File: src/rtl/vscale_pc_gen_if.sv
// Bundle between the pipeline control (master) and the PC generator (slave):
// stall/select/operand inputs plus the fetch PCs, misalignment report and RAS prediction.
interface vscale_pc_gen_if #(
  parameter int XLEN = 32
);
  logic            stall_IF;
  logic            stall_DX;
  logic [2:0]      PC_src_sel;
  logic [31:0]     inst_DX;
  logic [XLEN-1:0] rs1_data;
  logic [XLEN-1:0] handler_PC;
  logic [XLEN-1:0] epc;
  logic [XLEN-1:0] PC_PIF;
  logic [XLEN-1:0] PC_IF;
  logic [XLEN-1:0] PC_DX;
  logic            misaligned_fetch;
  logic [XLEN-1:0] bad_target;
  logic [XLEN-1:0] ras_top;
  logic            ras_valid;

  modport master (
    output stall_IF, stall_DX, PC_src_sel, inst_DX, rs1_data, handler_PC, epc,
    input  PC_PIF, PC_IF, PC_DX, misaligned_fetch, bad_target, ras_top, ras_valid
  );

  modport slave (
    input  stall_IF, stall_DX, PC_src_sel, inst_DX, rs1_data, handler_PC, epc,
    output PC_PIF, PC_IF, PC_DX, misaligned_fetch, bad_target, ras_top, ras_valid
  );
endinterface

File: src/rtl/vscale_pc_gen.sv
// Next-PC generation, IF/DX PC registers, fetch-misalignment report and an optional
// return-address stack built only when VSCALE_PC_GEN_RAS_EN is defined.
module vscale_pc_gen #(
  parameter int              XLEN      = 32,
  parameter logic [XLEN-1:0] RESET_PC  = 'h200,
  parameter int              IALIGN    = 32,
  parameter int              RAS_DEPTH = 4
) (
  input logic            clk,
  input logic            reset,
  vscale_pc_gen_if.slave bus
);

  typedef enum logic [2:0] {
    SEL_PLUS4   = 3'd0,
    SEL_BRANCH  = 3'd1,
    SEL_JAL     = 3'd2,
    SEL_JALR    = 3'd3,
    SEL_REPLAY  = 3'd4,
    SEL_HANDLER = 3'd5,
    SEL_EPC     = 3'd6
  } pc_sel_e;

  logic [XLEN-1:0] pc_if_q, pc_dx_q;
  logic            misaligned_q;
  logic [XLEN-1:0] bad_target_q;

  logic [XLEN-1:0] b_imm, j_imm, i_imm, jalr_sum, target, pc_pif;
  logic            misaligned, trap_sel;
  logic            unused_opcode;

  assign b_imm    = {{(XLEN-12){bus.inst_DX[31]}}, bus.inst_DX[7], bus.inst_DX[30:25],
                     bus.inst_DX[11:8], 1'b0};
  assign j_imm    = {{(XLEN-20){bus.inst_DX[31]}}, bus.inst_DX[19:12], bus.inst_DX[20],
                     bus.inst_DX[30:21], 1'b0};
  assign i_imm    = {{(XLEN-11){bus.inst_DX[31]}}, bus.inst_DX[30:20]};
  assign jalr_sum = bus.rs1_data + i_imm;
  assign unused_opcode = ^bus.inst_DX[6:0];

  // NOTE: every always_comb output gets a default first, so no path can infer a latch.
  always_comb begin
    target = pc_if_q + XLEN'(4);
    case (bus.PC_src_sel)
      SEL_BRANCH:  target = pc_dx_q + b_imm;
      SEL_JAL:     target = pc_dx_q + j_imm;
      SEL_JALR:    target = {jalr_sum[XLEN-1:1], 1'b0};
      SEL_REPLAY:  target = pc_if_q;
      SEL_HANDLER: target = bus.handler_PC;
      SEL_EPC:     target = bus.epc;
      default:     ;
    endcase
  end

  // Bit 1 only matters when compressed instructions are not allowed.
  assign misaligned = target[0] | ((IALIGN == 32) && target[1]);
  assign pc_pif     = misaligned ? pc_if_q : target;
  assign trap_sel   = (bus.PC_src_sel == SEL_HANDLER) || (bus.PC_src_sel == SEL_EPC);

  // NOTE: sequential state uses non-blocking assignments so every register samples pre-edge values.
  always_ff @(posedge clk) begin
    if (reset) begin
      pc_if_q      <= RESET_PC;
      pc_dx_q      <= RESET_PC;
      misaligned_q <= 1'b0;
      bad_target_q <= '0;
    end else begin
      if (!bus.stall_IF || trap_sel) pc_if_q <= pc_pif;
      if (!bus.stall_DX)             pc_dx_q <= pc_if_q;
      misaligned_q <= misaligned;
      if (misaligned) bad_target_q <= target;
    end
  end

  assign bus.PC_PIF           = pc_pif;
  assign bus.PC_IF            = pc_if_q;
  assign bus.PC_DX            = pc_dx_q;
  assign bus.misaligned_fetch = misaligned_q;
  assign bus.bad_target       = bad_target_q;

`ifdef VSCALE_PC_GEN_RAS_EN
  localparam int PTR_W = $clog2(RAS_DEPTH);
  localparam int CNT_W = $clog2(RAS_DEPTH + 1);

  logic [XLEN-1:0]  ras_mem [RAS_DEPTH];
  logic [PTR_W-1:0] ras_ptr;
  logic [CNT_W-1:0] ras_cnt;
  logic [4:0]       rd, rs1;
  logic             rd_link, rs1_link, is_jal, is_jalr, push, pop, ras_empty;
  logic [XLEN-1:0]  link_addr;

  assign rd        = bus.inst_DX[11:7];
  assign rs1       = bus.inst_DX[19:15];
  assign rd_link   = (rd == 5'd1) || (rd == 5'd5);
  assign rs1_link  = (rs1 == 5'd1) || (rs1 == 5'd5);
  assign is_jal    = (bus.PC_src_sel == SEL_JAL);
  assign is_jalr   = (bus.PC_src_sel == SEL_JALR);
  assign push      = !misaligned && (is_jal || is_jalr) && rd_link;
  assign pop       = !misaligned && is_jalr && rs1_link && (!rd_link || (rd != rs1));
  assign ras_empty = (ras_cnt == '0);
  assign link_addr = pc_dx_q + XLEN'(4);

  // NOTE: the entry array has no reset; ras_valid masks stale contents, so only pointer and count reset.
  always_ff @(posedge clk) begin
    if (reset) begin
      ras_ptr <= '0;
      ras_cnt <= '0;
    end else if (trap_sel) begin
      ras_cnt <= '0;
    end else if (push && pop && !ras_empty) begin
      ras_mem[ras_ptr] <= link_addr;
    end else if (push) begin
      ras_mem[ras_ptr + PTR_W'(1)] <= link_addr;
      ras_ptr <= ras_ptr + PTR_W'(1);
      if (ras_cnt != CNT_W'(RAS_DEPTH)) ras_cnt <= ras_cnt + CNT_W'(1);
    end else if (pop && !ras_empty) begin
      ras_ptr <= ras_ptr - PTR_W'(1);
      ras_cnt <= ras_cnt - CNT_W'(1);
    end
  end

  assign bus.ras_valid = !ras_empty;
  assign bus.ras_top   = ras_mem[ras_ptr];
`else
  assign bus.ras_valid = 1'b0;
  assign bus.ras_top   = '0;
`endif

endmodule

File: src/flat_wrapper.sv
// flat-port wrapper written by rule: the top's interface ports become plain ports
module vscale_pc_gen_flat 
#(
  parameter int              XLEN      = 32,
  parameter logic [XLEN-1:0] RESET_PC  = 'h200,
  parameter int              IALIGN    = 32,
  parameter int              RAS_DEPTH = 4
)
  (clk, reset, bus_stall_IF, bus_stall_DX, bus_PC_src_sel, bus_inst_DX, bus_rs1_data, bus_handler_PC, bus_epc, bus_PC_PIF, bus_PC_IF, bus_PC_DX, bus_misaligned_fetch, bus_bad_target, bus_ras_top, bus_ras_valid);
  vscale_pc_gen_if #(.XLEN(XLEN)) bus_i ();
  input logic clk;
  input logic reset;
  input wire logic [$bits(bus_i.stall_IF)-1:0] bus_stall_IF;
  input wire logic [$bits(bus_i.stall_DX)-1:0] bus_stall_DX;
  input wire logic [$bits(bus_i.PC_src_sel)-1:0] bus_PC_src_sel;
  input wire logic [$bits(bus_i.inst_DX)-1:0] bus_inst_DX;
  input wire logic [$bits(bus_i.rs1_data)-1:0] bus_rs1_data;
  input wire logic [$bits(bus_i.handler_PC)-1:0] bus_handler_PC;
  input wire logic [$bits(bus_i.epc)-1:0] bus_epc;
  output wire logic [$bits(bus_i.PC_PIF)-1:0] bus_PC_PIF;
  output wire logic [$bits(bus_i.PC_IF)-1:0] bus_PC_IF;
  output wire logic [$bits(bus_i.PC_DX)-1:0] bus_PC_DX;
  output wire logic [$bits(bus_i.misaligned_fetch)-1:0] bus_misaligned_fetch;
  output wire logic [$bits(bus_i.bad_target)-1:0] bus_bad_target;
  output wire logic [$bits(bus_i.ras_top)-1:0] bus_ras_top;
  output wire logic [$bits(bus_i.ras_valid)-1:0] bus_ras_valid;
  assign bus_i.stall_IF = bus_stall_IF;
  assign bus_i.stall_DX = bus_stall_DX;
  assign bus_i.PC_src_sel = bus_PC_src_sel;
  assign bus_i.inst_DX = bus_inst_DX;
  assign bus_i.rs1_data = bus_rs1_data;
  assign bus_i.handler_PC = bus_handler_PC;
  assign bus_i.epc = bus_epc;
  assign bus_PC_PIF = bus_i.PC_PIF;
  assign bus_PC_IF = bus_i.PC_IF;
  assign bus_PC_DX = bus_i.PC_DX;
  assign bus_misaligned_fetch = bus_i.misaligned_fetch;
  assign bus_bad_target = bus_i.bad_target;
  assign bus_ras_top = bus_i.ras_top;
  assign bus_ras_valid = bus_i.ras_valid;
  vscale_pc_gen #(.XLEN(XLEN), .RESET_PC(RESET_PC), .IALIGN(IALIGN), .RAS_DEPTH(RAS_DEPTH)) u_core (.clk(clk), .reset(reset), .bus(bus_i));
endmodule
File: config.mk
export PLATFORM = sky130hd
export DESIGN_NAME = vscale_pc_gen_flat
export DESIGN_NICKNAME = d
export VERILOG_FILES = /design/src/rtl/vscale_pc_gen_if.sv /design/src/rtl/vscale_pc_gen.sv /design/src/flat_wrapper.sv
export SDC_FILE = /design/constraint.sdc
export NUM_CORES = 1
export LEC_CHECK = 0
export BUFFER_PORTS_ARGS = -buffer_cell sky130_fd_sc_hd__buf_2
export CAP_MARGIN = 10
export CORE_ASPECT_RATIO = 0.8
export CORE_MARGIN = 2
export CORE_UTILIZATION = 54
export DETAILED_ROUTE_END_ITERATION = 10
export HOLD_SLACK_MARGIN = 0.06
export PLACE_DENSITY = 0.83
export SLEW_MARGIN = 20
export SYNTH_ARGS = -nofsm -noshare
export SYNTH_HDL_FRONTEND = slang
export SYNTH_SLANG_ARGS = --single-unit
export TNS_END_PERCENT = 50
File: constraint.sdc
create_clock -name clk -period 6.25 [get_ports clk]
set_input_delay 0.9375 -clock clk [delete_from_list [all_inputs] [get_ports clk]]
set_output_delay 0.9375 -clock clk [all_outputs]
set_load 0.01 [all_outputs]
==> flow_summary.ini <==
[cells_and_area]
drive_gt1_share_pct = 20.2
antenna_cells = 0
fin_nets = 1773
area_delta_synth_final_pct = 14.7
fillers = 1703
stdcell_count = 1806

[sta]
slew_viol_final = 0
fin_skew_ps = 11.7
clock.fmax_mhz = 175
slew_headroom_pct = 26.9
hold_violations = 0
fin_crit_sh_pct = 91.2
rsz0062_at_grt = no
fin_tns_setup_ps = 0
min_period_ps = 5700
setup_viol = 0
worst_pin_slew_ps = 1100

[synth]
synth_largest_area_cell = dfxtp_1
async_flop_share_pct = 0
syn_inst = 1393
synth_top_area_share_pct = 19.4
ys_ff_latch = 97
yosys-top-cells-area = dfxtp_1 (19%), ha_1 (8.1%), nand2_1 (6.3%)
synth-main-ff-cell = dfxtp_1
ys_types = 82
ys_seq_area_share_pct = 19.4
syn_area_per_cell_sq_um = 7.19
synth_warnings = 0
syn_area_sq_um = 10000
synth_edf_count = 0

[global_routing]
use_met2_pct = 61.9
antenna_found_initial = 0
use_met3_pct = 5.64
grt_max_degree = 87
track_usage_pct = 37.9
grt_pass1_vias = 10500
use_met1_pct = 49.4
grt_overflow = 0
grt.busiest_layer = met2
grt_pass1_wl_um = 58400

[place]
dp_hpwl_um = 29500
gp_congestion = 0.973
port_buffers = 256
place_inst = 1790

[floorplan]
die_area_sq_um = 19700
start_util_pct = 55.1
coreArea_sq_um = 18200
num_rows = 44
die_h_um = 126
ios = 297
die_x_um = 156

[clock_tree]
cts_max_level = 3
cts_tree = yes
clk_latency_ps = 360
cts_root_buffer = clkbuf_16
clk_pin_slew_ps = 80
clk_path_buf_depth = 2
cts.sink_count = 97
post-cts-setup-buffers = 0
holdBufCountCts = 0
numCtsBuffers = 9
postCtsResizedCells = 0

[power_and_ir_drop]
p_leak_uw = 0.00546
ir_worst_vdd_v = 0.000139
powerDensity_nw_per_um2 = 205

[detailed_routing]
vias = 11600
via_per_inst = 6.42
drc = 0
first_pass_iters = 6
drtAntennaViolNets = 0
wire_per_inst_um = 21.4
first_iter_violations = 1200
drt_wl_total_um = 38600

[setup_path]
worst-setup-path-type = in -> out
reg2reg_from = u_core.bus.PC_IF[5]
cp.arrival_ps = 4760
start_kind = primary input
required_ps = 5310
cp-end-kind = output port
r2r_cells = 8
reg2reg_to = u_core.bus.bad_target[26]
cp_max_fo = 10
r2r_slack_ps = 3030

[min_path]
hold_path_end = u_core.bus.bad_target[8]
min_from = u_core.bus.bad_target[8]
hold_depth = 2
hold_path.class = reg -> reg

[status]
status = completed

[run]
cap_violations = 0
[stage by stage]
stage | util (%) | area (sq um) | total power [uW] | setup WS [ps] | hold WS [ps]
global route | 63.2 | 11500 | 2470 | 223 | 483
floorplan | - | 10100 | 1420 | 756 | 476
finish | 63.2 | 11500 | 2360 | 551 | 461
detailed placement | 61.5 | 11200 | 1760 | 626 | 446
global placement | 61.5 | 11200 | 1750 | 568 | 440
CTS | 63.2 | 11500 | 2340 | 624 | 458
[sequential cells by signal, indices dropped and copies added (netlist names)]
| name | cells |
|---|---|
| u_core.bus.PC_IF | 32 |
| u_core.bus.misaligned_fetch | 1 |
| u_core.bus.bad_target | 32 |
| u_core.bus.PC_DX | 32 |
[worst max-delay path: stages]
cell,delay (ps)
buf_2,90
inv_1,50
nor3_2,540
nor2b_1,290
a21o_1,230
ha_1,460
nand4_1,220
or2_2,350
a2111oi_0,480
buf_4,220
o21a_1,110
o31ai_1,60
a21oi_1,370
o21ai_0,170
buf_2,170
[cells by family after synthesis]
group,count (synthesis),share of synthesized area [%]
AO/OA/AOI/OAI,445,29.5
other,1,0.0375
XOR/XNOR,56,4.90
adder cells (fa/ha/maj),67,8.52
multiplexers,66,6.69
buffers and inverters,173,8.17
flip-flops,97,19.4
AND/OR/NAND/NOR,488,22.8
[cells in the mapped netlist (6+ instances only)]
cell,instances
o21ai_0,103
a311oi_1,6
nand2b_1,8
nand4_1,26
a21oi_1,108
nand3_1,42
a221oi_1,13
dfxtp_1,97
buf_1,7
inv_1,32
nor2_1,135
o211ai_1,10
a22oi_1,11
o31ai_1,13
and2_1,12
and4_1,13
buf_4,35
nor3_1,22
a211oi_1,37
a31oi_1,16
o221ai_1,11
nand2_1,167
mux2i_1,59
ha_1,65
or3_1,8
mux2_2,7
and3_1,21
xnor2_1,33
a21o_1,35
buf_2,29
nor2b_1,8
clkbuf_1,69
nor4_1,6
xor2_1,23
o22ai_1,10
o21a_1,15
[power breakdown]
part / internal [uW] / switching [uW]
combinational: 379 / 627
clock: 286 / 292
sequential: 676 / 95.6
[area by class of cell]
| type | count | area [sq um] | share of cell area, % |
|---|---|---|---|
| Clock buffer | 9 | 225 | 1.96 |
| Clock inverter | 7 | 86.3 | 0.752 |
| Sequential cell | 97 | 1940 | 16.9 |
| Timing Repair Buffer | 276 | 1440 | 12.6 |
| Tap cell | 230 | 288 | 2.51 |
| Inverter | 32 | 120 | 1.05 |
| Multi-Input combinational cell | 1155 | 7380 | 64.2 |
[layout by cell type (no fill, tap or decap), types with 32 or more instances in the layout]
cell type / instances
a211oi_1: 37
a21o_1: 35
a21oi_1: 108
buf_2: 256
conb_1: 33
dfxtp_1: 97
ha_1: 65
inv_1: 32
mux2i_1: 59
nand2_1: 167
nand3_1: 42
nor2_1: 135
o21ai_0: 103
xnor2_1: 33
[routing by layer]
layer,part of all wire [%],vias to the layer above
li1,-,5396
met1,40,5371
met2,46,705
met3,9.5,117
met4,4.6,0
met5,0,-
[worst max path at each step]
stage,slack (ps),start,cells past startpoint,end
3_3_place_gp,570,bus_PC_src_sel[1],15,bus_PC_PIF[26]
2_1_floorplan,760,bus_PC_src_sel[1],15,bus_PC_PIF[24]
6_report,550,bus_PC_src_sel[1],15,bus_PC_PIF[24]
3_5_place_dp,630,bus_PC_src_sel[1],15,bus_PC_PIF[26]
5_1_grt,220,bus_PC_src_sel[1],15,bus_PC_PIF[24]
4_1_cts,620,bus_PC_src_sel[1],15,bus_PC_PIF[26]
Power figures use the tool's default switching activity.
